--- src/rtl/alu_cmd_pkg.sv ---
// Shared constants and types for the ALU command sequencer: opcodes, FSM states
// and default sizing.
package alu_cmd_pkg;

  localparam int W_DEF     = 8;
  localparam int DEPTH_DEF = 4;

  localparam logic [1:0] OP_ADD = 2'b00;
  localparam logic [1:0] OP_SUB = 2'b01;
  localparam logic [1:0] OP_MUL = 2'b10;
  localparam logic [1:0] OP_RSV = 2'b11;

  typedef enum logic [1:0] {
    ST_IDLE  = 2'd0,
    ST_ISSUE = 2'd1,
    ST_RESP  = 2'd2
  } state_t;

endpackage

--- src/rtl/alu_cmd_fifo.sv ---
// Synchronous command FIFO with a registered occupancy count.
// Pointers wrap naturally because DEPTH is a power of two.
module alu_cmd_fifo
  import alu_cmd_pkg::*;
#(
  parameter  int DW    = 2 * W_DEF + 3,
  parameter  int DEPTH = DEPTH_DEF,
  localparam int PW    = $clog2(DEPTH),
  localparam int CW    = $clog2(DEPTH + 1)
) (
  input  logic          clk,
  input  logic          rst_n,
  input  logic          i_push,
  input  logic          i_pop,
  input  logic [DW-1:0] i_wdata,
  output logic [DW-1:0] o_rdata,
  output logic [CW-1:0] o_count
);

  logic [DW-1:0] r_mem [DEPTH];
  logic [PW-1:0] r_wp;
  logic [PW-1:0] r_rp;
  logic [CW-1:0] r_count;

  // NOTE: storage is deliberately not reset; only pointers and count define
  // validity, which keeps the array a plain register file / RAM.
  always_ff @(posedge clk) begin
    if (i_push) r_mem[r_wp] <= i_wdata;
  end

  // NOTE: sequential state uses non-blocking assignments so every register
  // samples pre-edge values regardless of process ordering.
  always_ff @(posedge clk) begin
    if (!rst_n) begin
      r_wp    <= '0;
      r_rp    <= '0;
      r_count <= '0;
    end else begin
      if (i_push) r_wp <= r_wp + PW'(1);
      if (i_pop)  r_rp <= r_rp + PW'(1);
      case ({i_push, i_pop})
        2'b10:   r_count <= r_count + CW'(1);
        2'b01:   r_count <= r_count - CW'(1);
        default: r_count <= r_count;
      endcase
    end
  end

  assign o_rdata = r_mem[r_rp];
  assign o_count = r_count;

endmodule

--- src/rtl/alu_cmd_seq.sv ---
// Command sequencer: queues ALU commands, issues them one at a time to an
// external combinational ALU and returns registered responses in order.
module alu_cmd_seq
  import alu_cmd_pkg::*;
#(
  parameter int W     = W_DEF,
  parameter int DEPTH = DEPTH_DEF
) (
  input  logic         clk,
  input  logic         rst_n,
  input  logic         cmd_valid,
  output logic         cmd_ready,
  input  logic [W-1:0] cmd_a,
  input  logic [W-1:0] cmd_b,
  input  logic         cmd_c,
  input  logic [1:0]   cmd_sel,
  output logic [W-1:0] alu_a,
  output logic [W-1:0] alu_b,
  output logic         alu_c,
  output logic [1:0]   alu_sel,
  input  logic [W-1:0] alu_o,
  input  logic         alu_flag,
  output logic         rsp_valid,
  input  logic         rsp_ready,
  output logic [W-1:0] rsp_o,
  output logic         rsp_flag,
  output logic [1:0]   rsp_sel,
  output logic         rsp_err
);

  localparam int DW = 2 * W + 3;
  localparam int CW = $clog2(DEPTH + 1);
  localparam logic [CW-1:0] FULL = CW'(DEPTH);

  state_t        r_state;
  state_t        w_next;
  logic [CW-1:0] w_count;
  logic [DW-1:0] w_head;
  logic [DW-1:0] w_cmd;
  logic [DW-1:0] w_src;
  logic [1:0]    w_src_sel;
  logic          w_push;
  logic          w_wr;
  logic          w_pop;
  logic          w_enter;
  logic          w_bypass;
  logic          w_iss_rsv;

  logic [W-1:0]  r_alu_a;
  logic [W-1:0]  r_alu_b;
  logic          r_alu_c;
  logic [1:0]    r_alu_sel;
  logic [1:0]    r_iss_sel;
  logic [W-1:0]  r_rsp_o;
  logic          r_rsp_flag;
  logic [1:0]    r_rsp_sel;
  logic          r_rsp_err;

  assign cmd_ready = rst_n && (w_count < FULL);
  assign w_push    = cmd_valid && cmd_ready;
  assign w_cmd     = {cmd_sel, cmd_c, cmd_b, cmd_a};

  alu_cmd_fifo #(
    .DW    (DW),
    .DEPTH (DEPTH)
  ) u_fifo (
    .clk     (clk),
    .rst_n   (rst_n),
    .i_push  (w_wr),
    .i_pop   (w_pop),
    .i_wdata (w_cmd),
    .o_rdata (w_head),
    .o_count (w_count)
  );

  always_ff @(posedge clk) begin
    if (!rst_n) r_state <= ST_IDLE;
    else        r_state <= w_next;
  end

  // NOTE: default assignment first so no path through the case leaves
  // w_next unassigned and infers a latch.
  always_comb begin
    w_next = r_state;
    case (r_state)
      ST_IDLE:  if (w_count != '0) w_next = ST_ISSUE;
      ST_ISSUE: w_next = ST_RESP;
      ST_RESP: begin
        if (rsp_ready) w_next = (w_count != '0 || w_push) ? ST_ISSUE : ST_IDLE;
      end
      default:  w_next = ST_IDLE;
    endcase
  end

  // A command pushed on the handshake cycle into an empty FIFO is issued
  // straight from the input bus instead of being written and popped.
  always_comb begin
    rsp_valid = (r_state == ST_RESP);
    w_enter   = (w_next == ST_ISSUE);
    w_bypass  = w_enter && (w_count == '0);
    w_pop     = w_enter && !w_bypass;
    w_wr      = w_push && !w_bypass;
    w_src     = w_bypass ? w_cmd : w_head;
  end

  assign w_src_sel = w_src[DW-1 -: 2];
  assign w_iss_rsv = (r_iss_sel == OP_RSV);

  always_ff @(posedge clk) begin
    if (!rst_n) begin
      r_alu_a    <= '0;
      r_alu_b    <= '0;
      r_alu_c    <= 1'b0;
      r_alu_sel  <= OP_ADD;
      r_iss_sel  <= OP_ADD;
      r_rsp_o    <= '0;
      r_rsp_flag <= 1'b0;
      r_rsp_sel  <= OP_ADD;
      r_rsp_err  <= 1'b0;
    end else begin
      if (w_enter) begin
        r_iss_sel <= w_src_sel;
        // Reserved opcodes leave the ALU drive untouched.
        if (w_src_sel != OP_RSV) begin
          r_alu_a   <= w_src[W-1:0];
          r_alu_b   <= w_src[2*W-1:W];
          r_alu_c   <= w_src[2*W];
          r_alu_sel <= w_src_sel;
        end
      end
      if (r_state == ST_ISSUE) begin
        r_rsp_o    <= w_iss_rsv ? '0 : alu_o;
        r_rsp_flag <= w_iss_rsv ? 1'b0 : alu_flag;
        r_rsp_sel  <= r_iss_sel;
        r_rsp_err  <= w_iss_rsv;
      end
    end
  end

  assign alu_a    = r_alu_a;
  assign alu_b    = r_alu_b;
  assign alu_c    = r_alu_c;
  assign alu_sel  = r_alu_sel;
  assign rsp_o    = r_rsp_o;
  assign rsp_flag = r_rsp_flag;
  assign rsp_sel  = r_rsp_sel;
  assign rsp_err  = r_rsp_err;

endmodule

--- config.mk ---
export PLATFORM = sky130hd
export DESIGN_NAME = alu_cmd_seq
export DESIGN_NICKNAME = d
export VERILOG_FILES = /design/src/rtl/alu_cmd_pkg.sv /design/src/rtl/alu_cmd_fifo.sv /design/src/rtl/alu_cmd_seq.sv
export SDC_FILE = /design/constraint.sdc
export NUM_CORES = 1
export LEC_CHECK = 0
export BUFFER_PORTS_ARGS = -buffer_cell sky130_fd_sc_hd__buf_2
export CORE_ASPECT_RATIO = 1.5
export CORE_MARGIN = 4
export CORE_UTILIZATION = 57
export DETAILED_ROUTE_END_ITERATION = 7
export PLACE_DENSITY = 0.79
export SETUP_SLACK_MARGIN = 0.05
export SLEW_MARGIN = 20
export SYNTH_ARGS = -nofsm -noshare
export SYNTH_HDL_FRONTEND = slang
export SYNTH_HIERARCHICAL = 1
export SYNTH_SLANG_ARGS = --single-unit
--- constraint.sdc ---
create_clock -name clk -period 2.9 [get_ports clk]
set_clock_uncertainty 0.05 [all_clocks]
set_input_delay 0.145 -clock clk [delete_from_list [all_inputs] [get_ports clk]]
set_output_delay 0.145 -clock clk [all_outputs]
set_load 0.02 [all_outputs]
# --- Word level (Yosys, flattened, before mapping) ---
# Memory sizes are Yosys's and may differ from the RTL's. A register that Yosys moved wholly into a read port is not among the register bits.
# Index checks and enable logic that the tools add are counted.
# W data, S select, Z words.
word_totals:
  register_bits: 42
  ram_bits: 76
  in_bits: 32
  out_inout_bits: 33
  word_cells: 50
  memories: 1
op_classes:
  addsub: 4
  magnitude_cmp: 1
  n_eq_ne: 7
  mux: 12
  n_reduce_logical: 12
memory_table:
  columns: ["memory", "words", "width", "read_ports", "rd_clocked_by_memory_dff", "wr", "line_no", "rtl"]
  rows:
  - ["u_fifo.r_mem", 4, 19, 1, 1, 1, "alu_cmd_fifo.sv:20", "logic [DW-1:0] r_mem [DEPTH];"]
op_table:
  columns: ["op", "n"]
  rows:
  - ["$mux W19", 1]
  - ["$mux W2", 4]
  - ["$mux W8", 1]
  - ["$eq A2 B1 Y1 const B", 3]
  - ["$eq A2 B2 Y1 const B", 3]
  - ["$pmux W2 S3", 1]
  - ["$pmux W3 S2", 1]
  - ["$logic_and A1 B1 Y1", 5]
  - ["$add A2 B1 Y2 const B", 2]
  - ["$mux W1", 4]
  - ["$add A3 B1 Y3 const B", 1]
  - ["$logic_not A3 Y1", 1]
  - ["$lt A3 B3 Y1 const B", 1]
  - ["$reduce_bool A3 Y1", 1]
  - ["$sub A3 B1 Y3 const B", 1]
  - ["$logic_not A2 Y1", 1]
  - ["$ne A2 B2 Y1 const B", 1]
  - ["$reduce_and A2 Y1", 1]
  - ["$reduce_bool A2 Y1", 1]
  - ["$logic_not A1 Y1", 1]
  - ["$logic_or A1 B1 Y1", 1]

# --- Logic depth before layout (Yosys ltp) ---
# Gate-level depths: netlist of run 1.
depth:
  depth_word: 13
  depth_mapped: 11
  depth_no_buf: 10

# --- By module ---
# Netlist of run 1, hierarchy kept.
by_module_without_submodules:
  columns: ["mod", "instances", "cells_per_inst", "area_per_inst_um2", "seq_area_each_um2"]
  rows:
  - ["alu_cmd_fifo", 1, 143, 3224.3, 2462.4]
  - ["alu_cmd_seq", 1, 154, 1577.8, 700.7]

# --- Least setup slack after synthesis of run 1 ---
# OpenSTA, ideal clock, no wires.
synth_timing:
  path_type: "register to register"
  start: "reg u_fifo.r_count[2], in the netlist u_fifo/o_count[2]"
  end: "reg u_fifo.r_count[2], in the netlist u_fifo/o_count[2]"
  setup_ns: 0.076
  arrival_ns: 2.573
  required_ns: 2.774
  path_slack_ns: 0.201
  path_stages_with_launch: 12
  path_buffers: 1
  period_less_slack_ns: 2.699
  cell_sequence: "dfxtp_1 > nor2b_1 > nand3_1 > buf_2 > and3_1 > inv_1 > ha_1 > inv_1 > fa_1 > xor2_1 > or3_1 > a21boi_0"
synth_via:
  elab_chain_len: 13
  word_cells_on_any_way: 21
  classes_between: "add/sub (2); order compare (1); eq/ne (3); mux (5); reduce/logical (10)"
synth_rtl:
  columns: ["item", "line_no", "rtl"]
  rows:
  - ["from (decl)", "alu_cmd_fifo.sv:23", "logic [CW-1:0] r_count;"]
  - ["from (signal assigned)", "alu_cmd_fifo.sv:42", "2'b10: r_count <= r_count + CW'(1);"]
  - ["from (signal assigned)", "alu_cmd_fifo.sv:43", "2'b01: r_count <= r_count - CW'(1);"]
  - ["from (signal assigned)", "alu_cmd_fifo.sv:44", "default: r_count <= r_count;"]
  - ["$lt A3 B3 Y1 *", "alu_cmd_seq.sv:59", "assign cmd_ready = rst_n && (w_count < FULL);"]
  - ["$logic_and A1 B1 Y1 *", "alu_cmd_seq.sv:59", null]
  - ["net cmd_ready", "alu_cmd_seq.sv:12", "output logic cmd_ready,"]
  - ["$logic_and A1 B1 Y1 *", "alu_cmd_seq.sv:60", "assign w_push = cmd_valid && cmd_ready;"]
  - ["$logic_or A1 B1 Y1", "alu_cmd_seq.sv:89", "if (rsp_ready) w_next = (w_count != '0 || w_push) ? ST_ISSUE : ST_IDLE;"]
  - ["$mux W1", "alu_cmd_seq.sv:89", null]
  - ["$mux W2", "alu_cmd_seq.sv:89", null]
  - ["$pmux W2 S3", "alu_cmd_seq.sv:85", "case (r_state)"]
  - ["$eq A2 B1 Y1", "alu_cmd_seq.sv:99", "w_enter = (w_next == ST_ISSUE);"]
  - ["$logic_and A1 B1 Y1", "alu_cmd_seq.sv:100", "w_bypass = w_enter && (w_count == '0);"]
  - ["$logic_not A1 Y1", "alu_cmd_seq.sv:102", "w_wr = w_push && !w_bypass;"]
  - ["$logic_and A1 B1 Y1 *", "alu_cmd_seq.sv:102", null]
  - ["net w_wr", "alu_cmd_seq.sv:43", "logic w_wr;"]
  - ["$eq A2 B1 Y1 or $eq A2 B2 Y1 (tied branches)", "alu_cmd_fifo.sv:41", "case ({i_push, i_pop})"]
  - ["$pmux W3 S2 or $reduce_bool A2 Y1 (tied branches)", null, null]
# Mark *: on every way through the listed nets, which the timed path passes. The rest lies on a longest branch.
# A chain may end at the register's enable or synchronous reset.

# --- Worst setup path in the final report of run 1 ---
layout_timing:
  start: "reg r_state[0]"
  end: "reg u_fifo.r_count[2], in the netlist u_fifo/o_count[2]"
layout_via:
  elab_chain_len: 8
  word_cells_on_any_way: 15
  classes_between: "eq/ne (5); mux (4); reduce/logical (6)"
layout_rtl:
  columns: ["item", "line_no", "rtl"]
  rows:
  - ["from (decl)", "alu_cmd_seq.sv:35", "state_t r_state;"]
  - ["from (signal assigned)", "alu_cmd_seq.sv:78", "else r_state <= w_next;"]
  - ["$eq A2 B2 Y1, or another cell as far along", "alu_cmd_seq.sv:85", null]
  - ["$pmux W2 S3 *", "alu_cmd_seq.sv:85", null]
  - ["$eq A2 B1 Y1 *", "alu_cmd_seq.sv:99", null]
  - ["$logic_and A1 B1 Y1 *", "alu_cmd_seq.sv:100", null]
  - ["$logic_not A1 Y1 *", "alu_cmd_seq.sv:102", null]
  - ["$logic_and A1 B1 Y1 *", "alu_cmd_seq.sv:102", null]
  - ["net w_wr", "alu_cmd_seq.sv:43", null]
  - ["$eq A2 B1 Y1 or $eq A2 B2 Y1 (tied branches)", "alu_cmd_fifo.sv:41", null]
  - ["$pmux W3 S2 or $reduce_bool A2 Y1 (tied branches)", null, null]
# Marks and branches as above.

==> reports/metrics.yaml, run 1 <==
preCtsSetupSlack_ns: 0.317
cap_violations: 0
wire_per_inst_microns: 19.7
period_share_pct: 92.1
drt_iter0_markers: 178
cp.required_ns: 3.16
row_count: 40
synthTopCellsByArea: "edfxtp_1, dfxtp_1, mux4_1"
clk_latency_ns: 0.39
setup_violations: 0
async_flop_share_pct: 0
finalWirelength_microns: 10200
leakagePower_nw: 2.42
grt_usage_pct: 21.9
ys_seq_area_share_pct: 65.9
antenna_found_initial: 0
cts_max_level: 4
peakVddDrop_uv: 674
power_frac_clock_pct: 35.6
cp_max_fo: 7
viasPerCell: 5.75
yosysWarnings: 6
dp_hpwl_microns: 5940
fin_setup_tns_ns: 0
synth_top_family_by_area: "multiplexers"
route.detailed.drc: 0
root_buffer: "clkbuf_16"
wl_met3_microns: 441
netlist_area_sq_um: 4800
placed_cell_area_sq_um: 5190
ys_ff_latch: 120
grt_overflow_total: 0
die_area_sq_um: 9990
yosys.area_share.simple_pct: 6.80
syn_inst: 297
crit_path_end_kind: "register"
slew_headroom_pct: 30.0
cp.arrival_ns: 2.93
portBuffers: 64
top_layer: "met4"
cts.sinks: 120
grt_setup_unrepaired: "no"
wl_met2_microns: 5610
num_vias: 2979
cts_tree: "done"
cts_made_buffers: 17
hp-class: "primary input to register"
critical_path_class: "register to register"
outcome: "completed"
internal_power_mw: 4.05
yosysTopAreaCellShare_pct: 47.5
fin_area_sq_um: 6080
layoutNonFillerInstCount: 518
grt_pass1_wl_microns: 16700
syn_avg_cell_area_sq_um: 16.2
area_growth_pct: 26.5
synth_adder_area_share_pct: 1.72
synth-compound-area-share_pct: 7.79
dp.cells: 457
initial_core_util_pct: 59.2
die_h_microns: 120
switchingPower_mw: 1.67
clk_pin_slew_ns: 0.05
synth.largest_area_cell: "edfxtp_1"
worst_pin_slew_ns: 1.05
core_sq_um: 8110
globalplace.congestion: 0.826
synth_nets: 335
combPwrFrac_pct: 26.5
wl_met1_microns: 4020
finalMaxSlewViolations: 0
crit_path_start_kind: "register"
final_nets: 438
grt_start_max_net_pins: 21
ios: 65
finalPower_mw: 5.72
antenna_left: 0
power_frac_seq_pct: 37.9
synth-xor-area-share_pct: 0.912
ys.flop_type: "edfxtp_1"
clk_path_buf_depth: 2
drt_pre_antenna_iters: 4
synth_mux_area_share_pct: 13.8
setup_slack_ns: 0.230
hold_violations: 0
fmax_mhz: 374
synth-edff-count: 76
layout-drive-gt1-share_pct: 30.0
grt_pass1_vias: 3205
switching_share_pct: 29.2
antenna_cells: 0
fin_crit_ns: 2.67
cellPowerDensity_nw_per_um2: 941
yosysUniqueCellTypes: 42
die_x_microns: 82.9
-- final timing paths --
| path | cells after the start | end | from | slack, ns |
|---|---|---|---|---|
| worst max-delay path | 10 | u_fifo/o_count[2] | r_state[0] | 0.23 |
| worst min-delay path | 2 | r_iss_sel[0] | rst_n | 0.06 |
| worst max register to register | 10 | u_fifo/o_count[2] | r_state[0] | 0.23 |
| worst min register to register | 2 | alu_sel[1] | alu_sel[1] | 0.43 |
-- sequential cells by signal, indices dropped and copies added, names as in the netlist, named ones only --
name / count
u_fifo/r_mem: 76
alu_a: 8
alu_b: 8
rsp_o: 8
u_fifo/o_count: 3
alu_sel: 2
r_iss_sel: 2
r_state: 2
rsp_sel: 2
u_fifo/r_rp: 2
u_fifo/r_wp: 2
alu_c: 1
rsp_err: 1
rsp_flag: 1
-- layer usage --
metal	track usage, %	vias up
li1	-	1373
met1	24.8	1496
met2	39.6	95
met3	5.25	15
met4	8.59	0
met5	0	-
-- cells in the final DEF, fill, tap and decap left out, types with 4 or more instances in the layout --
| cell | count |
|---|---|
| nor2_1 | 14 |
| edfxtp_1 | 76 |
| clkinv_2 | 5 |
| dfxtp_1 | 44 |
| mux4_2 | 10 |
| dlygate4sd3_1 | 29 |
| and2_1 | 10 |
| a211oi_1 | 7 |
| nand2_1 | 4 |
| ha_1 | 5 |
| mux4_1 | 9 |
| buf_2 | 64 |
| a22oi_1 | 9 |
| a211oi_2 | 10 |
| inv_1 | 9 |
| clkbuf_16 | 18 |
| buf_4 | 7 |
| mux2i_1 | 20 |
| nor3_1 | 19 |
-- critical path, cell delays in order, from the launching register on --
cell and delay, ns:
dfxtp_1 0.38, and4b_4 0.37, nand3_1 0.09, and3_1 0.28
inv_1 0.10, ha_1 0.20, inv_1 0.07, fa_1 0.39
xor2_1 0.18, or3_1 0.31, a21boi_0 0.18
-- synth_stat cells (2+ instances only) --
master    count
a21boi_0      3
a211oi_1      7
buf_2         5
nand2_1       4
a22oi_1       9
clkbuf_1      6
mux2i_1      20
edfxtp_1     76
xor2_1        3
o211a_1       2
mux4_2       10
and2_1       10
or3_1         2
inv_1         9
nor3_1       19
ha_1          5
o21ai_0       2
a211oi_2     10
xnor2_1       2
a21oi_1       3
nor2_1       14
dfxtp_1      44
buf_6         3
mux4_1        9
nor2b_1       3
-- power groups by stage --
stage               sequential (mW)  combinational [mW]  clock, mW
global placement               2.18                1.42          0
CTS                            2.17                1.52       2.07
finish                         2.17                1.51       2.04
floorplan                      2.29                1.01          0
detailed placement             2.19                1.46          0
global route                   2.19                1.65       2.17
-- cells by family (layout without fill, tap and decap cells) --
family | count (synthesis) | count (layout)
AOI/OAI and AO/OA | 41 | 41
xor gates and xnor gates | 5 | 5
adders and majority gates | 6 | 6
buffers and inverters | 25 | 141
DFF | 120 | 120
muxes | 39 | 39
and+or+nand+nor | 61 | 61
-- cell type report --
cell class / instances / area (sq um)
Timing Repair Buffer: 100 / 663
Tap cell: 105 / 131
Fill cell: 493 / 2030
Clock inverter: 8 / 92.6
Multi-Input combinational cell: 152 / 1490
Inverter: 9 / 33.8
Sequential cell: 120 / 3160
Clock buffer: 24 / 503
-- repair_timing --
action / in CTS / in global routing
hold endpoints to repair: 86 / 0
buffers inserted: 0 / 0
hold buffers: 29 / 0
resized for setup: 0 / 0
-- metrics by stage --
step | hold slack [ns] | util (%)
after detailed placement | 0.328 | 64.0
after global placement | 0.319 | 64.0
after CTS | 0.0359 | 74.9
after floorplan | 0.194 | -
final | 0.0561 | 74.9
after global routing | 0.0694 | 74.9
No activity file was read; power rests on OpenSTA's default activity.
==> inputs of run 2 (changes only) <==
--- a/config.mk
+++ b/config.mk
@@ -8,9 +8,8 @@
 export BUFFER_PORTS_ARGS = -buffer_cell sky130_fd_sc_hd__buf_2
 export CORE_ASPECT_RATIO = 1.5
 export CORE_MARGIN = 4
-export CORE_UTILIZATION = 57
+export CORE_UTILIZATION = 40
 export DETAILED_ROUTE_END_ITERATION = 7
-export PLACE_DENSITY = 0.79
 export SETUP_SLACK_MARGIN = 0.05
 export SLEW_MARGIN = 20
 export SYNTH_ARGS = -nofsm -noshare
==> run 2 against run 1 <==
Sequential power barely moved. Largest cell class unchanged. Critical endpoint unchanged. Critical path type unchanged. Critical path depth did not move. Combinational power barely moved. First-iteration DRC count fell by 39%. Sequential share of layout area fell by 0.60 points. Total power rose by 0.68%.
==> reports/metrics.yaml, run 2 (synthesis gave the netlist of run 1 again) <==
outcome: "completed"
drt_pre_antenna_iters: 4
cts_max_level: 4
switchingPower_mw: 1.63
crit_path_end_kind: "register"
grt_pass1_vias: 2912
combPwrFrac_pct: 25.9
leakagePower_nw: 2.43
endpoint: "u_fifo/o_count[2]"
antenna_cells: 0
power_frac_seq_pct: 37.3
slowest_delay_ns: 0.37
dp_hpwl_microns: 6150
mostFrequentLayoutCells: "edfxtp_1, buf_2, dfxtp_1, dlygate4sd3_1, mux2i_1"
clk_path_buf_depth: 2
cp.required_ns: 3.16
critPathMostFrequentCell: "inv_1"
hold_violations: 0
startpoint: "r_state[0]"
critical_path_class: "register to register"
cp_max_fo: 7
wire_per_inst_microns: 17.0
route.detailed.drc: 0
clk_pin_slew_ns: 0.05
timing.rr.end: "u_fifo/o_count[2]"
final_nets: 439
preCtsSetupSlack_ns: 0.422
grt_setup_unrepaired: "no"
hp-class: "primary input to register"
cap_violations: 0
final_common_cell: "edfxtp_1"
ff2ff_setup_slack_ns: 0.42
crit_path_start_kind: "register"
crit_cells: 10
initial_core_util_pct: 41.2
crit_chain: "and4b_4 -> nand3_1 -> and3_1 -> inv_1 -> ha_1 -> inv_1 -> fa_1 -> xor2_1 -> or3_1 -> a21boi_0"
setup_slack_ns: 0.418
crit_family: "simple AND/OR/NAND/NOR gates"
finalMaxSlewViolations: 0
drt_iter0_markers: 109
fin_area_sq_um: 6150
clk_latency_ns: 0.40
placed_cell_area_sq_um: 5250
multi_input_area_sq_um: 1490
viasPerCell: 5.03
num_vias: 2838
grt_overflow_total: 0
core_sq_um: 11700
worstReg2RegStart: "r_state[0]"
largest_reg_flops: 76
nFillCells: 993
grt_pass1_wl_microns: 15500
seqCellArea_sq_um: 3160
cellPowerDensity_nw_per_um2: 937
cpMaxStageDelayCell: "fa_1"
die_area_sq_um: 13900
antenna_left: 0
worst_pin_slew_ns: 1.11
post-cts-setup-buffer-count: 0
cts_made_buffers: 17
largest_register: "u_fifo/r_mem"
cts.sinks: 120
ff2ff_path_depth: 10
row_count: 48
internal_power_mw: 4.12
peakVddDrop_uv: 595
cp.arrival_ns: 2.75
fmax_mhz: 403
layout-drive-gt1-share_pct: 29.7
die_h_microns: 142
fin_setup_tns_ns: 0
hp-start: "rst_n"
grt_usage_pct: 14.5
fin_crit_ns: 2.48
setup_violations: 0
period_share_pct: 85.6
power_frac_clock_pct: 36.8
antenna_found_initial: 0
portBuffers: 64
switching_share_pct: 28.4
root_buffer: "clkbuf_16"
cts_tree: "done"
ios: 65
finalWirelength_microns: 9580
slew_headroom_pct: 26.0
die_x_microns: 97.5
area_growth_pct: 28.0
globalplace.congestion: 0.813
grt_start_max_net_pins: 21
critPathBufInv: 2
## run 2: cell count changes in the layout (fill, tap and decap cells not counted)
cell	delta
bufinv_16	+2
clkbuf_8	-2
clkinv_1	+2
buf_4	+1
clkbuf_16	-1
clkinvlp_4	-1
## run 2: metrics by stage
step	power, mW	hold WS (ns)	util [%]	std cells
6_report	5.76	0.0589	52.8	564
5_1_grt	6.08	0.0669	52.8	564
4_1_cts	5.84	0.0355	52.8	564
3_5_place_dp	3.67	0.340	45.1	503
3_3_place_gp	3.64	0.327	45.1	503
2_1_floorplan	3.30	0.194	-	297
## run 2: worst register-to-register path, stage by stage, from the launching register on
cell and delay (ns):
dfxtp_1 0.30, and4b_4 0.33, nand3_1 0.09, and3_1 0.28, inv_1 0.09, ha_1 0.18, inv_1 0.06, fa_1 0.37
xor2_1 0.17, or3_1 0.30, a21boi_0 0.18
## run 2: worst min path at each step
| stage | cells after the start | end |
|---|---|---|
| 3_3_place_gp | 1 | u_fifo/r_mem[0][16] |
| 4_1_cts | 2 | alu_sel[0] |
| 5_1_grt | 2 | r_iss_sel[0] |
| 3_5_place_dp | 1 | u_fifo/r_mem[0][8] |
| 2_1_floorplan | 0 | u_fifo/r_mem[0][0] |
| 6_report | 2 | alu_sel[0] |
## run 2: area by class of cell
cell class / count / share of cell area [%]
repair buffers: 101 / 10.9
clock buffers: 21 / 7.33
multi-input cells: 152 / 24.2
inverters: 9 / 0.550
clock inverters: 11 / 2.48
well taps: 150 / 3.05
flip-flops and latches: 120 / 51.5
## run 2: what timing repair did
action | 4_1_cts | 5_1_grt
resized for setup | 0 | 0
hold endpoints to repair | 86 | 0
setup endpoints to repair | 0 | 0
hold buffers | 29 | 0
## run 2: power groups by stage
stage	registers [mW]	clock network, mW	logic (mW)
after floorplan	2.29	0	1.01
final	2.15	2.12	1.49
after global routing	2.17	2.26	1.64
after global placement	2.17	0	1.47
after detailed placement	2.18	0	1.49
after CTS	2.15	2.17	1.52
## run 2: metal layers
layer / GRT usage, % / part of all wire (%)
met5: 0 / 0
met4: 5.47 / 1.5
met3: 4.17 / 3.6
met2: 26.0 / 53
met1: 16.4 / 42
